## config.mk

```make
export PLATFORM = sky130hd
export DESIGN_NAME = flip_match_ctrl_flat
export DESIGN_NICKNAME = d
export VERILOG_FILES = /design/src/rtl/flip_match_if.sv /design/src/rtl/flip_match_ctrl.sv /design/src/flat_wrapper.sv
export SDC_FILE = /design/constraint.sdc
export NUM_CORES = 1
export LEC_CHECK = 0
export ABC_AREA = 1
export CAP_MARGIN = 10
export CORE_ASPECT_RATIO = 1.1
export CORE_MARGIN = 2
export CORE_UTILIZATION = 59
export CTS_CLUSTER_DIAMETER = 150
export DETAILED_ROUTE_END_ITERATION = 10
export HOLD_SLACK_MARGIN = 0.02
export PLACE_DENSITY = 0.83
export SKIP_LAST_GASP = 1
export SYNTH_ARGS = -nofsm -noshare
export SYNTH_HDL_FRONTEND = slang
export SYNTH_SLANG_ARGS = --single-unit
export TNS_END_PERCENT = 10
```

## constraint.sdc

```tcl
create_clock -name clk -period 6.3 [get_ports clk]
set_input_delay 0.63 -clock clk [delete_from_list [all_inputs] [get_ports clk]]
set_output_delay 0.63 -clock clk [all_outputs]
set_load 0.1 [all_outputs]
```

## src/rtl/flip_match_if.sv

```systemverilog
// flip_match_if: shuffle, selection and display signals of the Card-Flip game controller
interface flip_match_if;
  logic        new_game;
  logic        shuffle_start;
  logic [0:47] map;
  logic        map_done;
  logic [3:0]  sel_idx;
  logic        sel_valid;
  logic [15:0] face_up;
  logic [15:0] matched;
  logic [0:47] card_vals;
  logic [3:0]  pairs;
  logic [7:0]  moves;
  logic        busy;
  logic        win;
  logic        lose;
  modport master (
    output new_game, map, map_done, sel_idx, sel_valid,
    input  shuffle_start, face_up, matched, card_vals, pairs, moves, busy, win, lose
  );
  modport slave (
    input  new_game, map, map_done, sel_idx, sel_valid,
    output shuffle_start, face_up, matched, card_vals, pairs, moves, busy, win, lose
  );
endinterface

```

## src/rtl/flip_match_ctrl.sv

```systemverilog
// flip_match_ctrl: Card-Flip game controller; define MOVE_LIMIT_EN to enable the MAX_MOVES lose condition
module flip_match_ctrl #(
  parameter int         HOLD_CYCLES = 50_000_000,
  parameter logic [7:0] MAX_MOVES   = 8'd32
) (
  input logic         clk,
  input logic         reset,
  flip_match_if.slave bus
);
`ifdef MOVE_LIMIT_EN
  localparam bit LIMIT_EN = 1'b1;
`else
  localparam bit LIMIT_EN = 1'b0;
`endif
  localparam int CW = HOLD_CYCLES > 1 ? $clog2(HOLD_CYCLES) : 1;
  typedef enum logic [2:0] {IDLE, LOAD, PICK1, PICK2, COMPARE, HOLD, WIN, LOSE} state_t;
  state_t        state, state_n;
  logic [15:0]   face_up, face_n, matched, matched_n;
  logic [0:47]   vals, vals_n;
  logic [3:0]    pairs, pairs_n, first, first_n, second, second_n;
  logic [7:0]    moves, moves_n;
  logic [CW-1:0] cnt, cnt_n;
  logic          start, start_n, legal;
  logic [2:0]    v1, v2;
  assign legal = bus.sel_valid && !face_up[bus.sel_idx] && !matched[bus.sel_idx];
  assign v1 = vals[first*3 +: 3];
  assign v2 = vals[second*3 +: 3];
  // next-state and datapath update; new_game overrides everything except reset
  always_comb begin
    state_n   = state;
    face_n    = face_up;
    matched_n = matched;
    vals_n    = vals;
    pairs_n   = pairs;
    first_n   = first;
    second_n  = second;
    moves_n   = moves;
    cnt_n     = cnt;
    start_n   = 1'b0;
    if (bus.new_game) begin
      state_n   = LOAD;
      start_n   = 1'b1;
      face_n    = '0;
      matched_n = '0;
      pairs_n   = '0;
      moves_n   = '0;
    end else begin
      case (state)
        LOAD: if (bus.map_done) begin
          vals_n  = bus.map;
          state_n = PICK1;
        end
        PICK1: if (legal) begin
          face_n[bus.sel_idx] = 1'b1;
          first_n = bus.sel_idx;
          state_n = PICK2;
        end
        PICK2: if (legal && bus.sel_idx != first) begin
          face_n[bus.sel_idx] = 1'b1;
          second_n = bus.sel_idx;
          moves_n  = moves == 8'hFF ? moves : moves + 8'd1;
          state_n  = COMPARE;
        end
        COMPARE: if (v1 == v2) begin
          matched_n[first]  = 1'b1;
          matched_n[second] = 1'b1;
          pairs_n = pairs + 4'd1;
          state_n = pairs == 4'd7 ? WIN : PICK1;
        end else if (LIMIT_EN && moves == MAX_MOVES) begin
          state_n = LOSE;
        end else begin
          cnt_n   = CW'(HOLD_CYCLES - 1);
          state_n = HOLD;
        end
        HOLD: if (cnt == '0) begin
          face_n[first]  = 1'b0;
          face_n[second] = 1'b0;
          state_n = PICK1;
        end else begin
          cnt_n = cnt - 1'b1;
        end
        default: ;
      endcase
    end
  end
  // state and datapath registers
  always_ff @(posedge clk) begin
    if (reset) begin
      state   <= IDLE;
      face_up <= '0;
      matched <= '0;
      vals    <= '0;
      pairs   <= '0;
      first   <= '0;
      second  <= '0;
      moves   <= '0;
      cnt     <= '0;
      start   <= 1'b0;
    end else begin
      state   <= state_n;
      face_up <= face_n;
      matched <= matched_n;
      vals    <= vals_n;
      pairs   <= pairs_n;
      first   <= first_n;
      second  <= second_n;
      moves   <= moves_n;
      cnt     <= cnt_n;
      start   <= start_n;
    end
  end
  assign bus.shuffle_start = start;
  assign bus.face_up       = face_up;
  assign bus.matched       = matched;
  assign bus.card_vals     = vals;
  assign bus.pairs         = pairs;
  assign bus.moves         = moves;
  assign bus.busy          = state == LOAD || state == COMPARE || state == HOLD;
  assign bus.win           = state == WIN;
  assign bus.lose          = LIMIT_EN && state == LOSE;
endmodule

```

## src/flat_wrapper.sv

```systemverilog
// flat-port wrapper written by rule: the top's interface ports become plain ports
module flip_match_ctrl_flat 
#(
  parameter int         HOLD_CYCLES = 50_000_000,
  parameter logic [7:0] MAX_MOVES   = 8'd32
)
  (clk, reset, bus_new_game, bus_map, bus_map_done, bus_sel_idx, bus_sel_valid, bus_shuffle_start, bus_face_up, bus_matched, bus_card_vals, bus_pairs, bus_moves, bus_busy, bus_win, bus_lose);
  flip_match_if bus_i ();
  input logic clk;
  input logic reset;
  input wire logic [$bits(bus_i.new_game)-1:0] bus_new_game;
  input wire logic [$bits(bus_i.map)-1:0] bus_map;
  input wire logic [$bits(bus_i.map_done)-1:0] bus_map_done;
  input wire logic [$bits(bus_i.sel_idx)-1:0] bus_sel_idx;
  input wire logic [$bits(bus_i.sel_valid)-1:0] bus_sel_valid;
  output wire logic [$bits(bus_i.shuffle_start)-1:0] bus_shuffle_start;
  output wire logic [$bits(bus_i.face_up)-1:0] bus_face_up;
  output wire logic [$bits(bus_i.matched)-1:0] bus_matched;
  output wire logic [$bits(bus_i.card_vals)-1:0] bus_card_vals;
  output wire logic [$bits(bus_i.pairs)-1:0] bus_pairs;
  output wire logic [$bits(bus_i.moves)-1:0] bus_moves;
  output wire logic [$bits(bus_i.busy)-1:0] bus_busy;
  output wire logic [$bits(bus_i.win)-1:0] bus_win;
  output wire logic [$bits(bus_i.lose)-1:0] bus_lose;
  assign bus_i.new_game = bus_new_game;
  assign bus_i.map = bus_map;
  assign bus_i.map_done = bus_map_done;
  assign bus_i.sel_idx = bus_sel_idx;
  assign bus_i.sel_valid = bus_sel_valid;
  assign bus_shuffle_start = bus_i.shuffle_start;
  assign bus_face_up = bus_i.face_up;
  assign bus_matched = bus_i.matched;
  assign bus_card_vals = bus_i.card_vals;
  assign bus_pairs = bus_i.pairs;
  assign bus_moves = bus_i.moves;
  assign bus_busy = bus_i.busy;
  assign bus_win = bus_i.win;
  assign bus_lose = bus_i.lose;
  flip_match_ctrl #(.HOLD_CYCLES(HOLD_CYCLES), .MAX_MOVES(MAX_MOVES)) u_core (.clk(clk), .reset(reset), .bus(bus_i));
endmodule
```

==> impl_results.md <==
- Pre-antenna DRT Iters: 8
- Critical Path Source Type: flip-flop
- Avg Cell Area, Syn: 6.14 µm²
- Leak: 4.53 nW
- Drt drc: 0
- Post-detail-place hpwl: 20.5 mm
- First-pass GRT wire length: 47.9 mm
- Syn Nets: about 1500
- Mux cell area share after synthesis: 0%
- Overall Global Routing Usage: 36.6%
- Clock Tree Buf Depth: 2
- FILL cells: 1276
- Crit path time final: 4660 ps
- Final ANT Viol Nets: 0
- Iter 0 DRT Violations: 1326
- TritonCTS Sinks: between 100 and 150
- Clock transition at path regs: 60 ps
- Max-Slew Margin vs Limit: between 20 and 30%
- Data arrival time of the critical path: 5020 ps
- Hold-fix buffers, CTS: 0
- Post-CTS Repair Setup Buffers: 0
- Nets: 1651
- Setup TNS: 0 ps
- RSZ-0062 raised after global routing: false
- P per Cell Area: 205 mW/mm²
- Status: complete, no violations
- Rows: 47
- Die width: 122 µm
- Synth Area in Simple Gates: between 30% and 40%
- WL/cell: approximately 17 µm
- Fraction of layout cells with a size suffix above 1: under 10%
- Die height: 134 µm
- CTS tree: built
- Via count: 10600
- Gate Count Post-Synth: 1469
- Initial antenna violation count: 0
- Largest family of logic cells by synthesized area: simple AND/OR/NAND/NOR gates
- Pins Over Slew Limit: 0
- Place WS: 1760 ps
- Post-CTS Resized: 0
- Post-Synth Adder-Cell Area: 3.36%
- Seq/Total Area, Yosys: 28.9%
- Synth Area in Compound Gates: 17.6%
- Largest net degree at the start of global routing: 57
- Overall Power: 0.00227 W
- EDFF count, synth: 0
- Worst-Margin Slew: 1060 ps
- Total Wirelength: 29.8 mm
- TritonCTS Buffers: 17
- Seq cells post-synth: 130
- Setup Viol. Count Final: 0
- Required @ worst endpoint: 6660 ps
- Synthesized area: 0.00901 mm²
- # IOs: 153
- Starting Density: about three fifths
- Worst setup margin: roughly 1600 ps
- Synth Area in XOR/XNOR: 1.44%
- Min-Delay Path Class: flip-flop to flip-flop
- Final RePlAce weighted congestion: between 0.9 and 1
- CTS root buffer: clkbuf_16
- IO Port Bufs: around 150
- Gr ovfl total: 0
- Worst-path fanout max: 33
- Crit end category: flip-flop
- Area grow syn2layout: 22.7%
- Period utilization: 73.9%
- Fmax: about 210 MHz
- Final Hold Fails: 0
- Vias in the first global route: 9618
- Worst vdd ir: 0.198 mV
- Die ar.: roughly 0.016 mm²
- Synth cell types: 45
- Yosys warns: 0
- Post-synthesis async set-or-reset flop share: 0%
- DR vias/cell: 5.94
- Htree depth: 4
- Worst clock skew: 8.54 ps
- CP Class: flip-flop to flip-flop
- Max-Cap Viols: 0
- Worst-Skew Late Latency: 440 ps
- Placeable core region: around 0.015 mm²
- Predominant post-synthesis flop cell: dfxtp_1
- Antenna Diode Count: 0
Yosys cell counts, types with 2 or more instances:
library cell | instances | share of area [%]
o211ai_1 | 17 | 1.4
a32oi_1 | 4 | 0.39
nand3_1 | 250 | 14
o21a_1 | 12 | 1.0
o21ai_1 | 11 | 0.61
buf_2 | 33 | 1.8
ha_1 | 21 | 2.9
xnor2_1 | 4 | 0.39
nor2_1 | 155 | 6.5
nor2_2 | 3 | 0.21
buf_6 | 5 | 0.62
dfxtp_1 | 130 | 29
a22o_1 | 16 | 1.6
clkbuf_1 | 33 | 1.4
inv_1 | 104 | 4.3
or2_2 | 3 | 0.21
o31ai_1 | 3 | 0.25
buf_1 | 4 | 0.17
xor2_1 | 9 | 0.87
buf_4 | 8 | 0.67
nand4_1 | 12 | 0.83
nand2_1 | 374 | 16
a21oi_2 | 2 | 0.19
inv_2 | 9 | 0.37
fa_1 | 2 | 0.44
clkinv_1 | 2 | 0.083
a21oi_1 | 87 | 4.8
o21ai_0 | 112 | 6.2
o211a_1 | 3 | 0.33
nor3_1 | 21 | 1.2
a31oi_1 | 6 | 0.42
final timing paths:
kind	from	endpoint	slack, ps	depth (start not counted)
worst max-delay path	u_core.second[0]	u_core.cnt[1]	1640	19
worst min-delay path	u_core.bus.face_up[5]	u_core.bus.face_up[5]	460	2
worst max register to register	u_core.second[0]	u_core.cnt[1]	1640	19
worst min register to register	u_core.bus.face_up[5]	u_core.bus.face_up[5]	460	2
per-layer routing:
| layer | global-route usage (%) | vias to the layer above | wire (µm) |
|---|---|---|---|
| li1 | - | 5111 | - |
| met1 | 45.2 | 4731 | 11600 |
| met2 | 61.6 | 632 | 14200 |
| met3 | 5.35 | 100 | 2630 |
| met4 | 18.5 | 0 | 1330 |
| met5 | 0 | - | 0 |
through the flow:
step / hold WS, ps / instances / area (µm²) / util [%]
after floorplan: 452 / 1469 / 9010 / -
after global placement: 445 / 1748 / 10500 / 69.8
after detailed placement: 453 / 1748 / 10500 / 69.8
after CTS: 464 / 1780 / 11100 / 73.8
after global routing: 486 / 1780 / 11100 / 73.8
final: 464 / 1780 / 11100 / 73.8
power breakdown:
part | total (W) | internal [W] | switching (W)
Sequential | 0.000878 | 0.000841 | 0.0000374
Combinational | 0.000387 | 0.000116 | 0.000271
Clock | 0.00101 | 0.000590 | 0.000416
Total | 0.00227 | 0.00155 | 0.000724
state kept, by name, summed over array words and instances, names as in the netlist:
signal / flops
u_core.bus.card_vals: 48
u_core.bus.pairs: 4
u_core.cnt: 26
u_core.state: 3
u_core.bus.face_up: 16
u_core.second: 4
u_core.bus.shuffle_start: 1
u_core.bus.moves: 8
u_core.bus.matched: 16
u_core.first: 4
critical path, cell delays in order (launching register included):
cell	delay [ps]
dfxtp_2	760
ha_1	410
inv_1	90
fa_1	490
buf_4	250
clkinv_1	530
nand3_1	270
nand2_1	80
nand2_1	60
nand3_1	110
nand2_1	90
nand2_1	50
nand2_1	90
nand2_1	60
nand2_2	80
nand4_4	240
buf_4	340
nand2_4	270
nand2_1	90
a21oi_1	160
placed cells by master (no fill, tap or decap), types with 12 or more instances in the layout:
cell / instances
nor3_1: 20
nand2_1: 374
nor2_1: 154
nand3_1: 250
o211ai_1: 17
buf_4: 15
o21a_1: 12
inv_1: 103
a22o_1: 16
dfxtp_1: 128
nand4_1: 12
clkbuf_16: 17
clkdlybuf4s50_1: 151
ha_1: 21
o21ai_0: 112
a21oi_1: 87
cells by family after synthesis:
kind of cell,Yosys count
xor gates and xnor gates,14
and+or+nand+nor,826
DFF,130
other,1
adders and majority gates,23
AOI/OAI and AO/OA,277
buffers and inverters,198
layout make-up:
class	instances	area (µm²)	area share, %
clock buffers	19	433	3.91
clock inverters	13	154	1.39
inverters	115	432	3.90
multi-input cells	1141	5570	50.3
flip-flops and latches	130	2610	23.6
well taps	196	245	2.22
repair buffers	166	1620	14.7
Note: power is estimated with default switching activity, not from simulation.
